### src/rtl/imap_rd_seq.sv
// Read sequencer for the input feature map buffer: walks one 3x3 (pad 1) convolution
// pass, issues buffer reads for in-bounds taps and streams tap words to the MAC array.
module imap_rd_seq #(
  parameter int ARRAY_NUM = 32,
  parameter int DIM_W     = 6,
  parameter int AW        = 12
) (
  input  logic                   clk,
  input  logic                   rst,
  input  logic                   start,
  input  logic [DIM_W-1:0]       cfg_h,
  input  logic [DIM_W-1:0]       cfg_w,
  input  logic                   cfg_stride2,
  input  logic                   cfg_bank,
  output logic [31:0]            imap_raddr,
  output logic                   imap_ren,
  input  logic [ARRAY_NUM*8-1:0] imap_rdata,
  output logic                   mac_valid,
  input  logic                   mac_ready,
  output logic [ARRAY_NUM*8-1:0] mac_data,
  output logic                   mac_last_k,
  output logic                   mac_last,
  output logic                   busy,
  output logic                   done
);

  localparam int DW = ARRAY_NUM * 8;
  localparam int XW = DIM_W + 2;

  typedef enum logic [1:0] {S_IDLE, S_RUN, S_DRAIN} state_t;

  typedef struct packed {
    logic [DW-1:0] data;
    logic          last_k;
    logic          last;
  } beat_t;

  state_t             r_state;
  logic [DIM_W-1:0]   r_h, r_w;
  logic               r_s2, r_bank;
  logic [1:0]         r_kx, r_ky;
  logic [DIM_W-1:0]   r_ox, r_oy;
  logic [31:0]        r_raddr;
  logic               r_s1_v, r_s1_pad, r_s1_lk, r_s1_last;
  beat_t              r_mem [2];
  logic               r_wptr, r_rptr;
  logic [1:0]         r_cnt;
  logic               r_busy, r_done;

  logic [DIM_W-1:0]   w_oh_last, w_ow_last;
  logic [XW-1:0]      w_oy_s, w_ox_s, w_iy, w_ix;
  logic               w_inb, w_issue, w_ren, w_pop, w_push, w_lk, w_last, w_drained;
  logic [2:0]         w_occ;
  logic [AW-1:0]      w_pix;
  logic [31:0]        w_addr;
  beat_t              w_word;

  assign w_oh_last = (r_h - DIM_W'(1)) >> r_s2;
  assign w_ow_last = (r_w - DIM_W'(1)) >> r_s2;

  // Input coordinates are two's complement; only -1 can go negative, so the sign bit flags top/left pad.
  assign w_oy_s = r_s2 ? {1'b0, r_oy, 1'b0} : {2'b00, r_oy};
  assign w_ox_s = r_s2 ? {1'b0, r_ox, 1'b0} : {2'b00, r_ox};
  assign w_iy   = w_oy_s + XW'(r_ky) - XW'(1);
  assign w_ix   = w_ox_s + XW'(r_kx) - XW'(1);
  assign w_inb  = !w_iy[XW-1] && (w_iy[XW-2:0] < {1'b0, r_h}) &&
                  !w_ix[XW-1] && (w_ix[XW-2:0] < {1'b0, r_w});

  assign w_pix  = AW'(w_iy[DIM_W-1:0]) * AW'(r_w) + AW'(w_ix[DIM_W-1:0]);
  assign w_addr = {{(31-AW){1'b0}}, r_bank, w_pix};

  // Issue only when the word can land in the FIFO even if nothing pops afterwards.
  assign w_pop   = mac_valid & mac_ready;
  assign w_occ   = {1'b0, r_cnt} + {2'b00, r_s1_v};
  assign w_issue = (r_state == S_RUN) && (w_occ < 3'd2 + {2'b00, w_pop});
  assign w_ren   = w_issue & w_inb;

  assign w_lk   = (r_kx == 2'd2) && (r_ky == 2'd2);
  assign w_last = w_lk && (r_ox == w_ow_last) && (r_oy == w_oh_last);

  assign w_push    = r_s1_v;
  assign w_word    = '{data: (r_s1_pad ? '0 : imap_rdata), last_k: r_s1_lk, last: r_s1_last};
  assign w_drained = !r_s1_v && ((r_cnt == 2'd0) || ((r_cnt == 2'd1) && w_pop));

  assign imap_ren   = w_ren;
  assign imap_raddr = w_ren ? w_addr : r_raddr;
  assign mac_valid  = (r_cnt != 2'd0);
  assign mac_data   = mac_valid ? r_mem[r_rptr].data : '0;
  assign mac_last_k = mac_valid & r_mem[r_rptr].last_k;
  assign mac_last   = mac_valid & r_mem[r_rptr].last;
  assign busy       = r_busy;
  assign done       = r_done;

  // NOTE: FIFO storage has no reset; occupancy is reset and gates every read of it.
  always_ff @(posedge clk) begin
    if (w_push) r_mem[r_wptr] <= w_word;
  end

  // NOTE: all state below uses non-blocking assignments so every register samples pre-edge values.
  always_ff @(posedge clk) begin
    if (rst) begin
      r_state   <= S_IDLE;
      r_h       <= '0;
      r_w       <= '0;
      r_s2      <= 1'b0;
      r_bank    <= 1'b0;
      r_kx      <= '0;
      r_ky      <= '0;
      r_ox      <= '0;
      r_oy      <= '0;
      r_raddr   <= '0;
      r_s1_v    <= 1'b0;
      r_s1_pad  <= 1'b0;
      r_s1_lk   <= 1'b0;
      r_s1_last <= 1'b0;
      r_wptr    <= 1'b0;
      r_rptr    <= 1'b0;
      r_cnt     <= '0;
      r_busy    <= 1'b0;
      r_done    <= 1'b0;
    end else begin
      r_done    <= 1'b0;
      r_s1_v    <= w_issue;
      r_s1_pad  <= !w_inb;
      r_s1_lk   <= w_lk;
      r_s1_last <= w_last;
      if (w_ren)  r_raddr <= w_addr;
      if (w_push) r_wptr  <= ~r_wptr;
      if (w_pop)  r_rptr  <= ~r_rptr;
      r_cnt <= r_cnt + {1'b0, w_push} - {1'b0, w_pop};

      case (r_state)
        S_IDLE: begin
          if (start) begin
            r_h    <= cfg_h;
            r_w    <= cfg_w;
            r_s2   <= cfg_stride2;
            r_bank <= cfg_bank;
            r_kx   <= '0;
            r_ky   <= '0;
            r_ox   <= '0;
            r_oy   <= '0;
            r_busy <= 1'b1;
            r_state <= (cfg_h == '0 || cfg_w == '0) ? S_DRAIN : S_RUN;
          end
        end
        S_RUN: begin
          if (w_issue) begin
            if (r_kx != 2'd2) begin
              r_kx <= r_kx + 2'd1;
            end else begin
              r_kx <= '0;
              if (r_ky != 2'd2) begin
                r_ky <= r_ky + 2'd1;
              end else begin
                r_ky <= '0;
                if (r_ox != w_ow_last) begin
                  r_ox <= r_ox + DIM_W'(1);
                end else begin
                  r_ox <= '0;
                  r_oy <= r_oy + DIM_W'(1);
                end
              end
            end
            if (w_last) r_state <= S_DRAIN;
          end
        end
        S_DRAIN: begin
          if (w_drained) begin
            r_state <= S_IDLE;
            r_busy  <= 1'b0;
            r_done  <= 1'b1;
          end
        end
        default: r_state <= S_IDLE;
      endcase
    end
  end

endmodule
### config.mk
export PLATFORM = sky130hd
export DESIGN_NAME = imap_rd_seq
export DESIGN_NICKNAME = d
export VERILOG_FILES = /design/src/rtl/imap_rd_seq.sv
export SDC_FILE = /design/constraint.sdc
export NUM_CORES = 1
export LEC_CHECK = 0
export BUFFER_PORTS_ARGS = -buffer_cell sky130_fd_sc_hd__buf_2
export CAP_MARGIN = 20
export CORE_ASPECT_RATIO = 0.75
export CORE_MARGIN = 10
export CORE_UTILIZATION = 35
export DETAILED_ROUTE_END_ITERATION = 10
export HOLD_SLACK_MARGIN = 0.1
export PLACE_DENSITY = 0.53
export SLEW_MARGIN = 20
export SYNTH_ARGS = -nofsm -noshare
export SYNTH_HDL_FRONTEND = slang
export SYNTH_SLANG_ARGS = --single-unit
### constraint.sdc
create_clock -name clk -period 15.23 [get_ports clk]
set_input_delay 2.2845 -clock clk [delete_from_list [all_inputs] [get_ports clk]]
set_output_delay 2.2845 -clock clk [all_outputs]
set_load 0.1 [all_outputs]
==> metrics.md, run 1 <==
| Metric | Value |
|---|---|
| DRC | `0` |
| Clk_skew | `0.0183 ns` |
| Worst endpoint required time | `12.95 ns` |
| DP HPWL | `51.8 mm` |
| Largest net degree at the start of global routing | `around 210` |
| Finished Layout Cells | `3,689` |
| CP endpoint kind | `output pin` |
| Syn nets | `2,437` |
| Worst-Skew Late Latency | `between 0.6 and 0.7 ns` |
| Yosys top cell area share | `between 50% and 60%` |
| Min-Delay Path Depth | `0` |
| Share of layout cells above drive strength 1 | `between 20% and 30%` |
| Postcts setup bufs | `0` |
| Total track usage | `~16%` |
| Fraction of the cycle the final worst path needs | `approximately two thirds` |
| Rel. slew slack | `approximately 28%` |
| Router iterations before antenna repair | `5` |
| Placed inst area | `30,800 um^2` |
| Fin. Hold Viols | `0` |
| Sequential element share of the synthesized area | `between 60% and 70%` |
| Setup TNS | `0 ns` |
| Adder-Cell Fraction of Synth Area | `under 10%` |
| Critical path's top delay family | `adder cells` |
| Placed insts | `3,568` |
| Root buffer cell | `clkbuf_16` |
| Netlist cell types | `between 60 and 70` |
| Initial antenna violation count | `10` |
| Most common cell in the synthesized netlist | `edfxtp_1` |
| Mux cell area share after synthesis | `a little over a tenth` |
| Worst-case hold slack | `0.432 ns` |
| Reg2Reg Depth | `25` |
| Vias in the first global route | `18,300` |
| DRT Wirelength | `about 75 mm` |
| Synth area leaders | `edfxtp_1 58%, mux2i_1 10%, nor2b_1 6.6%, dfxtp_1 5.6%, nor2_1 4.2%` |
| Final Net Count | `just under 3,000` |
| CP Max Fanout | `32` |
| Post-Synth XOR/XNOR Area | `1.08%` |
| Clock sinks | `about 600` |
| Via count | `around 18,000` |
| Initial Utilization | `35.6%` |
| Final weighted congestion in routability-driven placement | `around 0.85` |
| Die W | `~340 um` |
| Post-synth EDFFs | `between 500 and 600` |
| Resized cells post-CTS | `0` |
| Reg area | `17,000 um^2` |
| Critical Path Source Type | `flip-flop` |
| Area of the multi-input gates | `~9200 um^2` |
| CTS buffer count | `59` |
| Unrepaired setup endpoints after global routing | `no` |
| Final Max Slew Viols | `0` |
| Critical path's most frequent cell | `fa_1` |
| Pwr Total | `roughly 6700 uW` |
| Status | `complete, no violations` |
| Sum of buffers and inverters on the critical path | `6` |
| Die Area | `between 80,000 and 90,000 um^2` |
| Layout area overhead | `21.4%` |
| Core Area | `75,700 um^2` |
| Clock network fraction of total power | `20.9%` |
| Die height | `around 260 um` |
| Filler instances | `between 7,000 and 8,000` |
| Crit-path slowest cell | `fa_1` |
| Clock buffer depth | `3` |
| Hold crit path type | `reg -> reg` |
| Post-synth ARST share | `0%` |
| Yosys top cell by area | `edfxtp_1` |
| Drt initial violations | `roughly 1,100` |
| Post-synthesis cell area | `26,900 um^2` |
| Mean area per synthesized cell | `approximately 13 um^2` |
| Post-synthesis compound-gate area fraction | `under 10%` |
| Sw power | `roughly 3500 uW` |
| Final number of setup-violating endpoints | `0` |
| IO Pins | `approximately 570` |
| Post-route ant nets | `0` |
| Warnings, synthesis | `0` |
| Overflow after GRT | `0` |
| Peak VDD IR | `149 uV` |
| Post-Synth Simple-Gate Area | `14.8%` |
| F_max | `around 100 MHz` |
| Sw Share | `a little over half` |
| Main combinational cell family by area after synthesis | `simple AND/OR/NAND/NOR gates` |
| Most used flip-flop cell after synthesis | `edfxtp_1` |
| Reg-to-reg setup timing slack | `just over 8 ns` |
| #FFs+latches synth | `around 600` |
| H-Tree Depth | `2` |
| TritonCTS clock tree | `done` |
| Post-Syn Instances | `~2,100` |
| Sequential share of power | `approximately 28%` |
| Comb pwr share | `roughly half` |
| Total internal power | `between 3000 and 4000 uW` |
| First-pass GRT wire length | `around 110 mm` |
| CP peak stage delay | `around 0.55 ns` |
| Synth cell count leaders | `516 x edfxtp_1, 298 x nor2_1, 283 x nor2b_1` |
| CTS clock-pin slew for the worst setup and hold paths | `0.06 ns` |
| Final instance area | `about 33,000 um^2` |
| Count of input and output buffers | `around 570` |
| Rows | `87` |
| Number of max-cap violations | `0` |
| Wire length per cell | `between 20 and 25 um` |
| Minimum period implied by the final worst setup slack | `just under 10 ns` |
| Slew @ Worst Pin | `1.08 ns` |
| P per Cell Area | `approximately 200 nW/um^2` |
| CTS Hold Bufs | `0` |
| Kind of critical path | `reg -> out` |
| Static Leak | `0.0127 uW` |
| Vias per cell | `4.75` |
| Worst path depth | `25` |
| Crit path DAT | `7.65 ns` |
-- metrics by stage --
stage	setup WS [ns]	util, %
after floorplan	2.62	-
after global placement	6.06	40.7
after detailed placement	5.98	40.7
after CTS	5.23	43.1
after global routing	4.81	43.2
final	5.30	43.2
-- routing by layer --
| metal | GRT usage (%) | wire (um) |
|---|---|---|
| met1 | 20.3 | 32300 |
| met2 | 25.9 | 35200 |
| met3 | 4.83 | 5460 |
| met4 | 4.44 | 1590 |
| met5 | 0 | 39 |
-- worst register-to-register path, delay by kind of cell (launching register included) --
family / cells / cell delay [ns]
compound gates: 5 / 0.98
xor+xnor: 1 / 0.21
fa+ha+maj: 8 / 3.25
buf+inv: 5 / 0.74
flops: 1 / 0.30
mux: 1 / 0.30
simple gates: 5 / 1.12
-- registers in the layout (all words and copies together), names as in the netlist, 2 cells and up, named ones only --
name,count
r_mem,516
r_raddr,32
r_h,6
r_ox,6
r_oy,6
r_w,6
r_cnt,2
r_kx,2
r_ky,2
r_state,2
-- kinds of logic (layout without fill, tap and decap cells) --
| group | Yosys count | in the layout |
|---|---|---|
| simple gates | 777 | 777 |
| xor+xnor | 30 | 30 |
| other cells | 0 | 7 |
| buf+inv | 183 | 765 |
| flops | 591 | 591 |
| mux | 288 | 288 |
| compound gates | 122 | 122 |
| fa+ha+maj | 86 | 86 |
-- area by class of cell --
cell class              instances  share of cell area, %
inverters                      67                  0.769
clock buffers                  85                   5.07
clock inverters                27                  0.582
well taps                    1023                   3.92
flip-flops and latches        591                   52.0
repair buffers                586                   9.33
diodes                          7                 0.0536
multi-input cells            1303                   28.3
-- path summary, 6_finish.rpt --
check | start | to
hold reg to reg | r_s1_lk | r_mem[1][1]
setup reg to reg | r_s2 | r_raddr[11]
hold / removal | r_s1_lk | r_mem[1][1]
setup / recovery | r_s2 | imap_raddr[11]
-- placed cells by master (no fill, tap or decap), types with 20 or more instances in the layout --
master     netlist  final
buf_2            4    567
edfxtp_1       516    516
nor2_1         298    297
nor2b_1        283    282
mux2i_1        271    271
dfxtp_1         75     73
nand2_1         67     67
inv_1           66     66
ha_1            64     64
clkbuf_16        0     61
and2_1          54     53
a21oi_1         45     45
fa_1            22     22
clkbuf_1        82     20
-- power by group through the flow --
stage               combinational (uW)  sequential, uW  clock [uW]
finish                            3370            1890        1390
global route                      3520            1900        1510
CTS                               3410            1900        1450
detailed placement                3410            1930           0
global placement                  3400            1930           0
floorplan                         2790            1930           0
Power figures use the tool's default switching activity.
==> inputs of run 2 (changes only) <==
- PLACE_DENSITY: 0.53 -> 0.55
- clock period: 15.23 -> 8.1 ns (I/O delays scaled with it)
==> metrics.md, run 2 (synthesized netlist as in run 1, its figures left out) <==
| Metric | Value |
|---|---|
| Status | `complete, no violations` |
| Largest net degree at the start of global routing | `~170` |
| CP endpoint kind | `output pin` |
| Vias per cell | `around 4.8` |
| IO Pins | `~570` |
| Die Area | `just under 90,000 um^2` |
| R2R Path End | `r_raddr[11]` |
| P per Cell Area | `roughly 390 nW/um^2` |
| Max reg flops | `a little over 500` |
| Fraction of the cycle the final worst path needs | `a little over nine tenths` |
| H-Tree Depth | `2` |
| DRC | `0` |
| First-pass GRT wire length | `111 mm` |
| Critical Path Source Type | `flip-flop` |
| Critical path's top delay family | `adder cells` |
| Slew @ Worst Pin | `between 1 and 1.5 ns` |
| Reg-to-reg setup timing slack | `about 2.0 ns` |
| Min-Delay Path Depth | `0` |
| Post-route ant nets | `0` |
| TritonCTS clock tree | `done` |
| Total track usage | `~16%` |
| Static Leak | `about 0.013 uW` |
| CTS clock-pin slew for the worst setup and hold paths | `roughly 0.060 ns` |
| Layout area overhead | `22.4%` |
| Most common cell after layout, fill and taps aside | `buf_2` |
| Worst endpoint required time | `between 6 and 7 ns` |
| Die W | `between 300 and 400 um` |
| Rel. slew slack | `28.0%` |
| Crit-path slowest cell | `fa_1` |
| Fin. Hold Viols | `0` |
| Place WS | `0.286 ns` |
| Most frequent cells in the layout | `565 x buf_2, 516 x edfxtp_1, 297 x nor2_1` |
| Reg2Reg Depth | `23` |
| Die height | `between 200 and 300 um` |
| Biggest register | `r_mem` |
| Clock buffer depth | `3` |
| Worst path depth | `23` |
| Crit path DAT | `between 6 and 7 ns` |
| Final Max Slew Viols | `0` |
| Vias in the first global route | `18,400` |
| Via count | `about 18,000` |
| Pwr Total | `between 10,000 and 15,000 uW` |
| Hold Path End | `r_mem[1][1]` |
| Drt initial violations | `1,036` |
| DP HPWL | `~52 mm` |
| Min-delay src | `r_s1_lk` |
| Final number of setup-violating endpoints | `0` |
| Placed inst area | `30,900 um^2` |
| Router iterations before antenna repair | `5` |
| CTS Hold Bufs | `0` |
| Count of input and output buffers | `~570` |
| Rows | `between 80 and 90` |
| Peak VDD IR | `~310 uV` |
| Wire length per cell | `roughly 20 um` |
| F_max | `approximately 130 MHz` |
| CP peak stage delay | `approximately 0.60 ns` |
| DRT Wirelength | `~75 mm` |
| CP Max Fanout | `5` |
| Largest regs | `r_mem (516), r_raddr (32)` |
| Overflow after GRT | `0` |
| Fin util | `43.6%` |
| Critical Path, Cell by Cell | `mux2i_1, ha_1, inv_1, ha_2, fa_2, a21o_1, a21oi_2, xnor2_2, and2_1, fa_1, inv_1, fa_1, inv_1, fa_1, fa_1, ha_4, a21o_1, a2bb2oi_4, a21oi_2, or4_1, and3_1, mux2_2, buf_12` |
| Hold crit path type | `reg -> reg` |
| Clock sinks | `between 500 and 600` |
| Critical path's most frequent cell | `fa_1` |
| Minimum period implied by the final worst setup slack | `7.86 ns` |
| Final Net Count | `around 3,000` |
| Share of layout cells above drive strength 1 | `26.9%` |
| Kind of critical path | `reg -> out` |
| Sum of buffers and inverters on the critical path | `4` |
| Worst r2r src | `r_s2` |
| Worst-Skew Late Latency | `between 0.6 and 0.7 ns` |
| Root buffer cell | `clkbuf_16` |
| Final instance area | `about 33,000 um^2` |
| Initial Utilization | `a little over a third` |
| Number of max-cap violations | `0` |
| Final weighted congestion in routability-driven placement | `around 0.85` |
| Initial antenna violation count | `17` |
| CTS buffer count | `60` |
| Worst Slack Setup Final | `0.245 ns` |
| Core Area | `approximately 76,000 um^2` |
| Clk_skew | `approximately 0.022 ns` |
[run 2: changes by cell type in the layout (fill, tap and decap cells not counted), sizes merged]
cell      previous run  this run
inv                 68        69
bufinv               2         6
diode                7        10
clkbuf              85        74
clkinvlp             2         1
buf                586       592
clkinv              22        28
[run 2: area by class of cell]
type	count	area, um^2
Antenna cell	10	25.0
Clock buffer	74	1580
Clock inverter	37	370
Fill cell	7080	42700
Inverter	67	251
Multi-Input combinational cell	1303	9310
Sequential cell	591	17000
Tap cell	1023	1280
Timing Repair Buffer	592	3130
[run 2: per-stage QoR]
| step | cells | hold slack [ns] | TNS [ns] |
|---|---|---|---|
| finish | 3697 | 0.427 | 0 |
| global route | 3696 | 0.438 | -0.00238 |
| CTS | 3684 | 0.429 | 0 |
| detailed placement | 3573 | 0.414 | 0 |
| global placement | 3571 | 0.413 | 0 |
| floorplan | 2077 | 0.404 | 0 |
[run 2: report_power, final]
| group | switching, uW | total [uW] | internal [uW] |
|---|---|---|---|
| Clock | 1180 | 2750 | 1580 |
| Sequential | 59.2 | 3530 | 3470 |
| Combinational | 5330 | 6420 | 1080 |
| Total | 6570 | 12700 | 6130 |
[run 2: worst max-delay path by stage]
stage / slack (ns) / to / startpoint
detailed placement: 0.29 / imap_raddr[11] / r_oy[0]
CTS: 0.04 / imap_raddr[11] / r_oy[0]
global route: -0.002 / imap_raddr[11] / r_s2
global placement: 0.34 / imap_raddr[11] / r_oy[0]
floorplan: 0.10 / imap_raddr[11] / r_s2
finish: 0.24 / imap_raddr[11] / r_s2
[run 2: worst reg2reg max path: stages, from the launching register on]
cell and delay [ns]:
dfxtp_2 0.35, mux2i_1 0.12, ha_1 0.28, inv_1 0.04, ha_2 0.18, fa_2 0.36, a21o_1 0.20, a21oi_2 0.17
xnor2_2 0.11, and2_1 0.18, fa_1 0.55, inv_1 0.06, fa_1 0.54, inv_1 0.06, fa_1 0.49, fa_1 0.60
ha_4 0.23, a21o_1 0.19, a2bb2oi_4 0.18, a21oi_2 0.10, or4_1 0.39, and3_1 0.17, mux2_2 0.29, and2_1 0.16
[run 2: metal layers]
layer,share of wire [%],up-vias,global-route usage [%]
met2,47,564,25.4
met4,2.2,12,4.66
met3,7.3,114,4.67
li1,-,8392,-
met1,44,8653,20.8
met5,0.098,-,0
[run 2: what timing repair did]
action / 4_1_cts / 5_1_grt
pin swaps: 0 / 6
setup buffers: 0 / 3
hold endpoints to repair: 0 / 0
setup endpoints to repair: 2 / 4
gates resized for setup: 12 / 13
